File: src/rtl/seg7_pkg.sv
// seg7_pkg: shared definitions for the 7-segment scan capture path.
//   SEG_PATTERNS : active-low {g,f,e,d,c,b,a} cathode pattern for each hex value 0..F
//   SEG_BLANK    : all-segments-off pattern
//   state_t      : capture FSM states; onehot_low_idx() gives the strobed anode index
package seg7_pkg;

  localparam logic [6:0] SEG_BLANK = 7'h7F;

  localparam logic [6:0] SEG_PATTERNS [16] = '{
    7'b1000000, 7'b1111001, 7'b0100100, 7'b0110000,
    7'b0011001, 7'b0010010, 7'b0000010, 7'b1111000,
    7'b0000000, 7'b0010000, 7'b0001000, 7'b0000011,
    7'b1000110, 7'b0100001, 7'b0000110, 7'b0001110
  };

  typedef enum logic [1:0] {
    ST_IDLE   = 2'd0,
    ST_SETTLE = 2'd1,
    ST_HOLD   = 2'd2
  } state_t;

  // Index of the (highest) low bit in an active-low anode vector.
  // Callers pad unused upper bits with 1s; result is meaningful only when
  // exactly one bit is low.
  function automatic int unsigned onehot_low_idx(input logic [15:0] an_n);
    int unsigned idx;
    idx = 0;
    for (int i = 0; i < 16; i++) begin
      if (!an_n[i]) idx = i;
    end
    return idx;
  endfunction

endpackage

File: src/rtl/seg7_pattern_decoder.sv
// seg7_pattern_decoder: maps an active-low cathode pattern back to its hex value.
//   in  seg[6:0]  : cathodes {g,f,e,d,c,b,a}, active-low
//   out hex[3:0]  : decoded value (0 when blank or unrecognised)
//   out is_blank  : all segments off; out is_bad : pattern not in the hex table
module seg7_pattern_decoder
  import seg7_pkg::*;
(
  input  logic [6:0] seg,
  output logic [3:0] hex,
  output logic       is_blank,
  output logic       is_bad
);

  always_comb begin
    hex      = 4'h0;
    is_blank = 1'b0;
    is_bad   = 1'b1;
    if (seg == SEG_BLANK) begin
      is_blank = 1'b1;
      is_bad   = 1'b0;
    end else begin
      for (int i = 0; i < 16; i++) begin
        if (seg == SEG_PATTERNS[i]) begin
          hex    = 4'(i);
          is_bad = 1'b0;
        end
      end
    end
  end

endmodule

File: src/rtl/seg7_scan_capture.sv
// seg7_scan_capture: samples multiplexed anode/cathode lines of a scanned display,
//   waits STABLE_CYC identical samples of a single-anode strobe, then records the
//   decoded digit. Ports: clk, reset (async active-low), an/seg in; digits, blank,
//   bad_pat, cap_valid, cap_idx, multi_anode, scan_lost out.
module seg7_scan_capture
  import seg7_pkg::*;
#(
  parameter int NUM_DIGITS  = 4,
  parameter int STABLE_CYC  = 4,
  parameter int TIMEOUT_CYC = 65536
) (
  input  logic                          clk,
  input  logic                          reset,
  input  logic [NUM_DIGITS-1:0]         an,
  input  logic [6:0]                    seg,
  output logic [4*NUM_DIGITS-1:0]       digits,
  output logic [NUM_DIGITS-1:0]         blank,
  output logic [NUM_DIGITS-1:0]         bad_pat,
  output logic                          cap_valid,
  output logic [$clog2(NUM_DIGITS)-1:0] cap_idx,
  output logic                          multi_anode,
  output logic                          scan_lost
);

  localparam int IDXW = $clog2(NUM_DIGITS);
  localparam int CNTW = $clog2(STABLE_CYC + 1);
  localparam int TW   = $clog2(TIMEOUT_CYC + 1);

  // Input stage: every decision is made on registered samples.
  logic [NUM_DIGITS-1:0] smp_an, prev_an;
  logic [6:0]            smp_seg, prev_seg;

  always_ff @(posedge clk or negedge reset) begin
    if (!reset) begin
      smp_an   <= '1;
      smp_seg  <= SEG_BLANK;
      prev_an  <= '1;
      prev_seg <= SEG_BLANK;
    end else begin
      smp_an   <= an;
      smp_seg  <= seg;
      prev_an  <= smp_an;
      prev_seg <= smp_seg;
    end
  end

  logic            same;
  logic            onehot;
  logic            multi;
  logic [15:0]     an_pad;
  logic [IDXW-1:0] strobe_idx;

  always_comb begin
    an_pad                 = '1;
    an_pad[NUM_DIGITS-1:0] = smp_an;
    strobe_idx             = IDXW'(onehot_low_idx(an_pad));
    same                   = (smp_an == prev_an) && (smp_seg == prev_seg);
    onehot                 = ($countones(~smp_an) == 1);
    multi                  = ($countones(~smp_an) > 1);
  end

  logic [3:0] dec_hex;
  logic       dec_blank;
  logic       dec_bad;

  seg7_pattern_decoder u_dec (
    .seg      (smp_seg),
    .hex      (dec_hex),
    .is_blank (dec_blank),
    .is_bad   (dec_bad)
  );

  // Capture FSM
  state_t          state, state_nxt;
  logic [CNTW-1:0] cnt, cnt_nxt;
  logic            capture;

  always_ff @(posedge clk or negedge reset) begin
    if (!reset) begin
      state <= ST_IDLE;
      cnt   <= '0;
    end else begin
      state <= state_nxt;
      cnt   <= cnt_nxt;
    end
  end

  always_comb begin
    state_nxt = state;
    cnt_nxt   = cnt;
    capture   = 1'b0;
    case (state)
      ST_IDLE: begin
        if (onehot) begin
          state_nxt = ST_SETTLE;
          cnt_nxt   = CNTW'(1);
        end
      end
      ST_SETTLE: begin
        if (same) begin
          if (cnt == CNTW'(STABLE_CYC - 1)) begin
            capture   = 1'b1;
            state_nxt = ST_HOLD;
            cnt_nxt   = '0;
          end else begin
            cnt_nxt = cnt + CNTW'(1);
          end
        end else if (onehot) begin
          // Restart settling on the new strobe/pattern.
          cnt_nxt = CNTW'(1);
        end else begin
          state_nxt = ST_IDLE;
          cnt_nxt   = '0;
        end
      end
      ST_HOLD: begin
        // Already captured this strobe; only a change re-arms the FSM.
        if (!same) begin
          if (onehot) begin
            state_nxt = ST_SETTLE;
            cnt_nxt   = CNTW'(1);
          end else begin
            state_nxt = ST_IDLE;
            cnt_nxt   = '0;
          end
        end
      end
      default: begin
        state_nxt = ST_IDLE;
        cnt_nxt   = '0;
      end
    endcase
  end

  // Per-digit result registers and strobes
  always_ff @(posedge clk or negedge reset) begin
    if (!reset) begin
      digits      <= '0;
      blank       <= '1;
      bad_pat     <= '0;
      cap_valid   <= 1'b0;
      cap_idx     <= '0;
      multi_anode <= 1'b0;
    end else begin
      cap_valid   <= capture;
      multi_anode <= multi;
      if (capture) begin
        digits[{strobe_idx, 2'b00} +: 4] <= dec_hex;
        blank[strobe_idx]                <= dec_blank;
        bad_pat[strobe_idx]              <= dec_bad;
        cap_idx                          <= strobe_idx;
      end
    end
  end

  // Timeout: saturating count of cycles since the last capture.
  logic [TW-1:0] tcnt;

  always_ff @(posedge clk or negedge reset) begin
    if (!reset) begin
      tcnt <= '0;
    end else if (capture) begin
      tcnt <= '0;
    end else if (tcnt != TW'(TIMEOUT_CYC)) begin
      tcnt <= tcnt + TW'(1);
    end
  end

  assign scan_lost = (tcnt == TW'(TIMEOUT_CYC));

endmodule

File: config.mk
export PLATFORM = sky130hd
export DESIGN_NAME = seg7_scan_capture
export DESIGN_NICKNAME = d
export VERILOG_FILES = /design/src/rtl/seg7_pkg.sv /design/src/rtl/seg7_pattern_decoder.sv /design/src/rtl/seg7_scan_capture.sv
export SDC_FILE = /design/constraint.sdc
export NUM_CORES = 1
export LEC_CHECK = 0
export CAP_MARGIN = 20
export CORE_MARGIN = 1
export CORE_UTILIZATION = 68
export DETAILED_ROUTE_END_ITERATION = 12
export DONT_BUFFER_PORTS = 1
export MAX_ROUTING_LAYER = met4
export PLACE_DENSITY = 0.89
export SLEW_MARGIN = 20
export SYNTH_ARGS = -nofsm -noshare
export SYNTH_HDL_FRONTEND = slang
export SYNTH_HIERARCHICAL = 1
export SYNTH_SLANG_ARGS = --single-unit
File: constraint.sdc
create_clock -name clk -period 4.6 [get_ports clk]
set_input_delay 0.46 -clock clk [delete_from_list [all_inputs] [get_ports clk]]
set_output_delay 0.46 -clock clk [all_outputs]
set_load 0.02 [all_outputs]
==> results of run 1 <==
## sequential cells by signal, indices dropped and copies added (netlist names)
name / cells
tcnt: 17
cap_idx: 2
smp_an: 4
cap_valid: 1
cnt: 3
prev_seg: 7
bad_pat: 4
smp_seg: 7
prev_an: 4
state: 2
multi_anode: 1
digits: 16
blank: 4
## cells in the mapped netlist (3+ instances only)
cell type	n
nor3_1	12
and4_1	13
buf_2	5
nor4_1	3
nand3_1	9
ha_1	14
o21ai_1	4
dfrtp_1	46
xor2_1	12
and3_1	6
dfstp_2	26
nor2_1	32
nand2_1	26
or3_1	3
a21oi_1	10
inv_1	12
buf_6	5
nand4_1	7
o21ai_0	3
xnor2_1	19
a21o_1	12
mux2_2	12
## final cells by class
class / instances / area (sq um) / share of cell area (%)
Timing Repair Buffer: 3 / 45.0 / 1.17
Clock buffer: 11 / 151 / 3.92
Tap cell: 70 / 87.6 / 2.27
Inverter: 12 / 45.0 / 1.17
Sequential cell: 72 / 1830 / 47.5
Multi-Input combinational cell: 233 / 1650 / 42.6
Clock inverter: 5 / 55.1 / 1.42
## power by group
part | switching [mW] | internal [mW] | leakage, nW
Combinational | 0.0576 | 0.0402 | 0.855
Clock | 0.232 | 0.278 | 0.103
Sequential | 0.0287 | 0.659 | 0.894
Total | 0.319 | 0.977 | 1.85
## worst max-delay path: cells and delay by family, from the launching register on
family	cells	cell delay [ns]
buffers and inverters	1	0.40
and+or+nand+nor	3	0.80
DFF	1	0.74
xor gates and xnor gates	1	0.17
muxes	1	0.34
## logic make-up after synthesis
family / Yosys count / share of synthesized area, %
AND/OR/NAND/NOR: 132 / 20.5
flip-flops: 72 / 50.7
AO/OA/AOI/OAI: 42 / 8.02
XOR/XNOR: 31 / 7.50
buffers and inverters: 23 / 3.90
adder cells (fa/ha/maj): 16 / 5.67
multiplexers: 12 / 3.73
## worst min path at each step
stage / from / end / slack, ns / cells past startpoint
5_1_grt: an[2] / smp_an[2] / 0.09 / 0
4_1_cts: an[3] / smp_an[3] / 0.09 / 0
6_report: an[3] / smp_an[3] / 0.11 / 0
3_5_place_dp: reset / bad_pat[0] / 0.17 / 0
3_3_place_gp: reset / cnt[2] / 0.17 / 0
2_1_floorplan: reset / bad_pat[0] / 0.16 / 0
## metal layers
metal	part of all wire (%)	track usage, %	routed length (um)	vias to the layer above
li1	-	-	-	1156
met1	45	34.8	3120	1205
met2	48	42.7	3360	85
met3	5.3	6.96	368	13
met4	1.6	12.4	110	0
met5	0	-	0	-
## what timing repair did
| item | 4_1_cts | 5_1_grt |
|---|---|---|
| hold buffers | 2 | 0 |
| hold endpoints to repair | 72 | 0 |
| gates resized for setup | 0 | 0 |
==> results.py, run 1 <==
metrics = {
    "logic_synthesis": {
        "ys_types": 52,
        "synth-seq-area-share_pct": 50.7,
        "yosys-top-cells-area": "dfrtp_1 (32%), dfstp_2 (19%), ha_1 (4.8%)",
        "avgSynthCellArea_sq_um": 11.0,
        "yosysTopAreaCellShare_pct": 31.8,
        "synth-seq-cells": 72,
        "synthArstFlopShare_pct": 100,
        "synthCells": 328,
        "synthFlopType": "dfrtp_1",
        "syn_nets": 356,
        "synth_edf_count": 0,
        "yosys.area.top_type": "dfrtp_1",
        "synth_warnings": 6,
        "synth_area_sq_mm": 0.00362,
    },
    "critical_path": {
        "rr_worst_depth": 6,
        "critPathMaxFanout": 41,
        "crit_chain": "xnor2_1, nand4_1, nor4_4, buf_4, nand2_1, mux2_2",
        "worstSetupEndpointType": "flip-flop",
        "r2r_start": "smp_seg[0]",
        "endpoint": "bad_pat[3]",
        "cp.required_ns": 4.82,
        "crit_arrival_ns": 2.77,
        "path_class": "flip-flop to flip-flop",
        "cp-startpoint": "smp_seg[0]",
        "start_kind": "flip-flop",
        "rrSetupSlack_ns": 2.05,
        "slowest_stage": "dfstp_2",
        "rr_endpoint": "bad_pat[3]",
        "slowest_delay_ns": 0.74,
    },
    "detailed_routing": {
        "vias": 2459,
        "dr.pass1.iters": 4,
        "initialDrtViolationCount": 206,
        "drc": 0,
        "ant_nets": 0,
        "wire_per_inst_um": 17.1,
        "avgViaCountPerCell": 6.06,
        "wirelength_mm": 6.96,
    },
    "clock_network": {
        "cts_tree": "yes",
        "cts_buffers": 9,
        "cts_setup_buffers": 0,
        "clk_pin_slew_ns": 0.08,
        "clockRootBuffer": "clkbuf_8",
        "clk_path_buf_depth": 2,
        "numClockSinks": 72,
        "clk_latency_ns": 0.34,
        "cts_max_level": 3,
    },
    "final_layout": {
        "area_growth_pct": 6.70,
        "final_cell_mix": "dfrtp_1 (46), nor2_1 (32), nand2_1 (26), dfstp_2 (26), xnor2_1 (19)",
        "drive_above_1_share_pct": 18.8,
        "final_core_util_pct": 75.6,
        "diodes": 0,
        "fill_cells": 334,
        "nets": 359,
        "instances_no_fill": 406,
        "layout_commonest_cell": "dfrtp_1",
        "stdcell_area_sq_mm": 0.00386,
    },
    "place": {
        "place_ws_ns": 2.08,
        "finalWeightedCongestion": 0.849,
        "dp_cells": 388,
        "dpl-instance-area_sq_mm": 0.00362,
        "port_buffers": 0,
        "hpwl_mm": 4.44,
    },
    "timing": {
        "setup_tns_ns": 0,
        "setup_violations": 0,
        "rsz0062_at_grt": "no",
        "holdWs_ns": 0.107,
        "maxSlewHeadroom_pct": 49.1,
        "final_hold_viol_count": 0,
        "max_freq_mhz": 392,
        "fin_crit_ns": 2.55,
        "finalCritPeriodShare_pct": 55.5,
        "slew_viol_final": 0,
        "worst_slack_ns": 2.05,
        "worst_pin_slew_ns": 0.758,
        "clock_skew_ns": 0.0121,
    },
    "die": {
        "coreArea_sq_mm": 0.00511,
        "io_pins": 42,
        "die_x_um": 75.0,
        "initial_core_util_pct": 70.9,
        "row_count": 26,
        "dieArea_sq_mm": 0.00562,
        "die_h_um": 75.0,
    },
    "global_routing": {
        "first_global_vias": 2341,
        "overflow": 0,
        "grt_max_degree": 73,
        "grt_pass1_wl_mm": 11.0,
        "track_usage_pct": 27.8,
        "antenna_found_initial": 0,
    },
    "power_and_ir_drop": {
        "total_power_mw": 1.30,
        "p_leak_nw": 1.85,
        "p_per_area_mw_per_mm2": 335,
        "ir_drop_uv": 251,
    },
    "status": {
        "outcome": "complete, no violations",
    },
    "flow_run": {
        "cap_viol_max_count": 0,
    },
    "worst_hold_path": {
        "hp-class": "primary input to flip-flop",
    },
}
(Power assumes the default switching activity.)
==> run 2, diff against run 1 <==
CORE_UTILIZATION = 63   (was 68)
PLACE_DENSITY = 0.84   (was 0.89)
clock period = 2.5 ns   (was 4.6 ns; I/O delays follow)
==> run 2 against run 1 <==
Non-clock buffer count increased by 19. Final cell count increased by 5.2%. Via count increased by 1.0%. Maximum frequency increased by 8.0%. Worst setup slack got worse by 1.9 ns. Critical path type unchanged. Largest power group unchanged.
==> results.py, run 2 (synthesized netlist as in run 1, its figures left out) <==
metrics = {
    "detailed_routing": {
        "vias": 2484,
        "initialDrtViolationCount": 204,
        "avgViaCountPerCell": 5.82,
        "wirelength_mm": 6.97,
        "ant_nets": 0,
        "drc": 0,
        "wire_per_inst_um": 16.3,
        "dr.pass1.iters": 5,
    },
    "clock_network": {
        "clk_pin_slew_ns": 0.08,
        "clk_path_buf_depth": 2,
        "cts_max_level": 3,
        "clk_latency_ns": 0.35,
        "clockRootBuffer": "clkbuf_8",
        "cts_buffers": 9,
        "cts_tree": "yes",
        "numClockSinks": 72,
    },
    "timing": {
        "setup_violations": 0,
        "fin_crit_ns": 2.36,
        "finalCritPeriodShare_pct": 94.5,
        "max_freq_mhz": 423,
        "slew_viol_final": 0,
        "clock_skew_ns": 0.0122,
        "maxSlewHeadroom_pct": 64.4,
        "holdWs_ns": 0.393,
        "final_hold_viol_count": 0,
        "worst_pin_slew_ns": 0.530,
    },
    "critical_path": {
        "path_class": "flip-flop to flip-flop",
        "crit_chain": "fa_1, inv_1, ha_1, inv_1, ha_4, nor3b_2, or3_1, o41ai_1, a21oi_1, nor2b_1",
        "critPathMaxFanout": 4,
        "cp.required_ns": 2.78,
        "worstSetupEndpointType": "flip-flop",
        "crit_top_cell": "inv_1",
        "start_kind": "flip-flop",
        "slowest_stage": "dfstp_2",
        "cpLargestDelayFamily": "adder cells",
        "slowest_delay_ns": 0.58,
        "path_buf_inv": 2,
        "crit_arrival_ns": 2.64,
    },
    "die": {
        "initial_core_util_pct": 65.8,
        "coreArea_sq_mm": 0.00551,
        "io_pins": 42,
        "row_count": 27,
        "die_x_um": 77.8,
        "dieArea_sq_mm": 0.00605,
        "die_h_um": 77.8,
    },
    "power_and_ir_drop": {
        "comb_power_share_pct": 9.1,
        "ir_drop_uv": 338,
        "p_clk_share_pct": 38.4,
        "seqPwrFrac_pct": 52.5,
        "p_leak_nw": 1.93,
        "switchingPower_uw": 624,
        "intPower_mw": 1.78,
        "p_sw_share_pct": 26.0,
        "p_per_area_mw_per_mm2": 592,
    },
    "final_layout": {
        "largest_reg_flops": 17,
        "multiInputGateArea_sq_mm": 0.00166,
        "diodes": 0,
        "area_growth_pct": 12.0,
        "reg_top3": "tcnt x17, digits x16",
        "stdcell_area_sq_mm": 0.00406,
        "nets": 378,
        "drive_above_1_share_pct": 20.6,
        "regArea_sq_mm": 0.00183,
        "regMostFlops": "tcnt",
        "final_cell_mix": "dfrtp_1 (46), nor2_1 (32), nand2_1 (26), dfstp_2 (26), xnor2_1 (19)",
        "fill_cells": 331,
        "layout_commonest_cell": "dfrtp_1",
    },
    "status": {
        "outcome": "complete, no violations",
    },
    "place": {
        "dpl-instance-area_sq_mm": 0.00367,
        "finalWeightedCongestion": 0.854,
        "port_buffers": 0,
        "hpwl_mm": 4.62,
    },
    "worst_hold_path": {
        "hp-class": "flip-flop to flip-flop",
    },
    "global_routing": {
        "first_global_vias": 2387,
        "antenna_found_initial": 0,
        "grt_max_degree": 73,
        "track_usage_pct": 25.8,
        "overflow": 0,
        "grt_pass1_wl_mm": 11.4,
    },
    "flow_run": {
        "cap_viol_max_count": 0,
    },
}
[run 2: per-layer routing]
layer	up-vias	share of wire, %	track usage [%]
met5	-	0	-
met4	0	1.4	10.4
met3	11	4.2	6.12
met2	64	50	40.7
met1	1211	44	32.3
li1	1198	-	-
[run 2: metrics by stage]
step | setup TNS, ns | instances | power [mW] | utilization, % | setup slack [ns]
detailed placement | -0.000631 | 395 | 1.44 | 66.7 | -0.000631
finish | 0 | 427 | 2.40 | 73.6 | 0.137
global placement | 0 | 395 | 1.43 | 66.7 | 0.164
floorplan | 0 | 328 | 1.40 | - | 0.249
global route | -0.0194 | 427 | 2.51 | 73.6 | -0.0194
CTS | 0 | 424 | 2.40 | 73.0 | 0.0529
[run 2: path summary, 6_finish.rpt]
check                           from         end  slack, ns  cells after the start
setup / recovery           smp_an[1]      cnt[2]       0.14                     10
hold / removal             smp_an[2]  prev_an[2]       0.39                      0
setup reg to reg           smp_an[1]      cnt[2]       0.14                     10
hold reg to reg            smp_an[2]  prev_an[2]       0.39                      0
max in group asynchronous      reset  smp_seg[3]       1.73                      2
min in group asynchronous      reset  digits[15]       0.43                      2
[run 2: area by class of cell]
cell class | count | share of cell area, %
inverter | 12 | 1.11
clock inverter | 6 | 1.67
sequential | 72 | 45.2
timing repair buffer | 22 | 5.62
multi-input combinational | 233 | 41.0
tap | 72 | 2.22
clock buffer | 10 | 3.15
[run 2: power groups by stage]
stage | Combinational, mW | Sequential, mW | Clock (mW)
floorplan | 0.143 | 1.26 | 0
global placement | 0.153 | 1.28 | 0
detailed placement | 0.162 | 1.28 | 0
CTS | 0.209 | 1.26 | 0.933
global route | 0.250 | 1.26 | 0.991
finish | 0.219 | 1.26 | 0.920
[run 2: repair_timing]
action,CTS,global route
endpoints found under the setup margin,2,2
hold endpoints to repair,83,0
pin swaps,0,1
gates resized for setup,1,1
buffers inserted,0,3
hold buffers,13,0
==> run 3, diff against run 2 <==
clock period = 2.2 ns   (was 2.5 ns; I/O delays follow)
==> run 3 against run 2 <==
Global-route usage increased by 4.8 points. Die area stayed put. Register-to-register slack got worse by 0.24 ns. The flow now finishes with violations (negative setup slack). Wire length is 24% higher. Highest routed layer unchanged. Hold slack got worse by 0.0063 ns.
==> results.py, run 3 (synthesized netlist as in run 1, its figures left out) <==
metrics = {
    "timing": {
        "max_freq_mhz": 435,
        "slew_viol_final": 0,
        "clock_skew_ns": 0.00904,
        "worst_pin_slew_ns": 0.582,
        "maxSlewHeadroom_pct": 60.9,
        "holdWs_ns": 0.387,
        "rsz0062_at_grt": "yes",
        "final_hold_viol_count": 0,
        "fin_crit_ns": 2.30,
        "worst_slack_ns": -0.0978,
        "setup_violations": 12,
        "finalCritPeriodShare_pct": 104,
        "setup_tns_ns": -0.305,
    },
    "final_layout": {
        "nets": 396,
        "diodes": 0,
        "final_core_util_pct": 78.2,
        "layout_commonest_cell": "dfrtp_1",
        "area_growth_pct": 18.9,
        "reg_top3": "tcnt x17, digits x16",
        "largest_reg_flops": 17,
        "regMostFlops": "tcnt",
        "final_cell_mix": "dfrtp_1 (46), nor2_1 (32), nand2_1 (26), dfstp_2 (26), buf_4 (25)",
        "drive_above_1_share_pct": 28.2,
        "instances_no_fill": 445,
    },
    "critical_path": {
        "cp.required_ns": 2.50,
        "path_class": "flip-flop to flip-flop",
        "worstSetupEndpointType": "flip-flop",
        "crit_arrival_ns": 2.59,
        "rr_worst_depth": 10,
        "critPathMaxFanout": 3,
        "rrSetupSlack_ns": -0.1,
        "start_kind": "flip-flop",
    },
    "global_routing": {
        "overflow": 0,
        "grt_pass1_wl_mm": 13.5,
        "track_usage_pct": 30.6,
        "antenna_found_initial": 0,
        "grt_max_degree": 73,
        "first_global_vias": 2786,
    },
    "power_and_ir_drop": {
        "p_leak_nw": 2.07,
        "ir_drop_uv": 614,
        "p_per_area_mw_per_mm2": 707,
    },
    "die": {
        "coreArea_sq_mm": 0.00551,
        "die_h_um": 77.8,
        "die_x_um": 77.8,
        "row_count": 27,
        "dieArea_sq_mm": 0.00605,
        "io_pins": 42,
        "initial_core_util_pct": 65.8,
    },
    "clock_network": {
        "numClockSinks": 72,
        "clockRootBuffer": "clkbuf_8",
        "clk_latency_ns": 0.37,
        "clk_pin_slew_ns": 0.08,
        "cts_tree": "yes",
        "clk_path_buf_depth": 2,
        "cts_max_level": 3,
        "cts_buffers": 9,
    },
    "detailed_routing": {
        "ant_nets": 0,
        "initialDrtViolationCount": 235,
        "vias": 2770,
        "wire_per_inst_um": 19.4,
        "dr.pass1.iters": 4,
        "wirelength_mm": 8.62,
        "avgViaCountPerCell": 6.22,
        "drc": 0,
    },
    "place": {
        "hpwl_mm": 4.90,
        "port_buffers": 0,
        "place_ws_ns": -0.0784,
        "dp_cells": 412,
        "finalWeightedCongestion": 0.963,
    },
    "worst_hold_path": {
        "whs_path_depth": 1,
        "hp-class": "primary input to flip-flop",
    },
    "flow_run": {
        "cap_viol_max_count": 0,
    },
    "status": {
        "outcome": "finished, violations left",
        "failed_checks": "negative setup slack",
    },
}
## run 3: cell count changes in the layout (fill, tap and decap cells not counted), sizes merged
cell,delta
clkinvlp,-2
bufinv,+2
clkinv,+1
buf,+17
## run 3: per-layer routing
layer | GRT usage [%] | up-vias | routed length [um]
met1 | 34.6 | 1387 | 3320
met5 | - | - | 0
met2 | 49.8 | 122 | 4500
li1 | - | 1232 | -
met4 | 18.5 | 0 | 312
met3 | 6.71 | 29 | 486
## run 3: timing repair
action | 4_1_cts | 5_1_grt
setup endpoints to repair | 3 | 20
gates resized for setup | 5 | 15
endpoints found under the hold margin | 83 | 0
buffers inserted | 1 | 3
pin swaps | 2 | 7
hold buffers | 13 | 0
## run 3: worst paths after layout
path,start,end
max in group asynchronous,reset,prev_seg[6]
min in group asynchronous,reset,digits[2]
min reg2reg,smp_seg[6],prev_seg[6]
max reg2reg,smp_an[3],cnt[2]
max,smp_an[3],cnt[2]
min,an[3],smp_an[3]
## run 3: area by class of cell
| type | count | area [sq um] |
|---|---|---|
| Sequential cell | 72 | 1830 |
| Multi-Input combinational cell | 233 | 1740 |
| Fill cell | 302 | 1200 |
| Timing Repair Buffer | 40 | 352 |
| Clock buffer | 9 | 124 |
| Clock inverter | 7 | 118 |
| Tap cell | 72 | 90.1 |
| Inverter | 12 | 45.0 |
## run 3: power breakdown
part	internal (mW)	switching, mW
clock	0.755	0.541
combinational	0.146	0.175
sequential	1.38	0.0501
## run 3: per-stage QoR
step	power, mW	instance area, sq um
2_1_floorplan	1.60	3630
3_3_place_gp	1.64	3790
3_5_place_dp	1.66	3790
4_1_cts	2.99	4210
5_1_grt	3.14	4310
6_report	3.04	4310
## run 3: critical path, stage by stage (launching register included)
cell,delay [ns]
dfstp_2,0.56
fa_1,0.43
inv_1,0.07
ha_2,0.19
inv_2,0.06
ha_4,0.27
nor3b_2,0.05
or3_4,0.35
o41ai_4,0.06
a21oi_1,0.07
nor2b_1,0.12
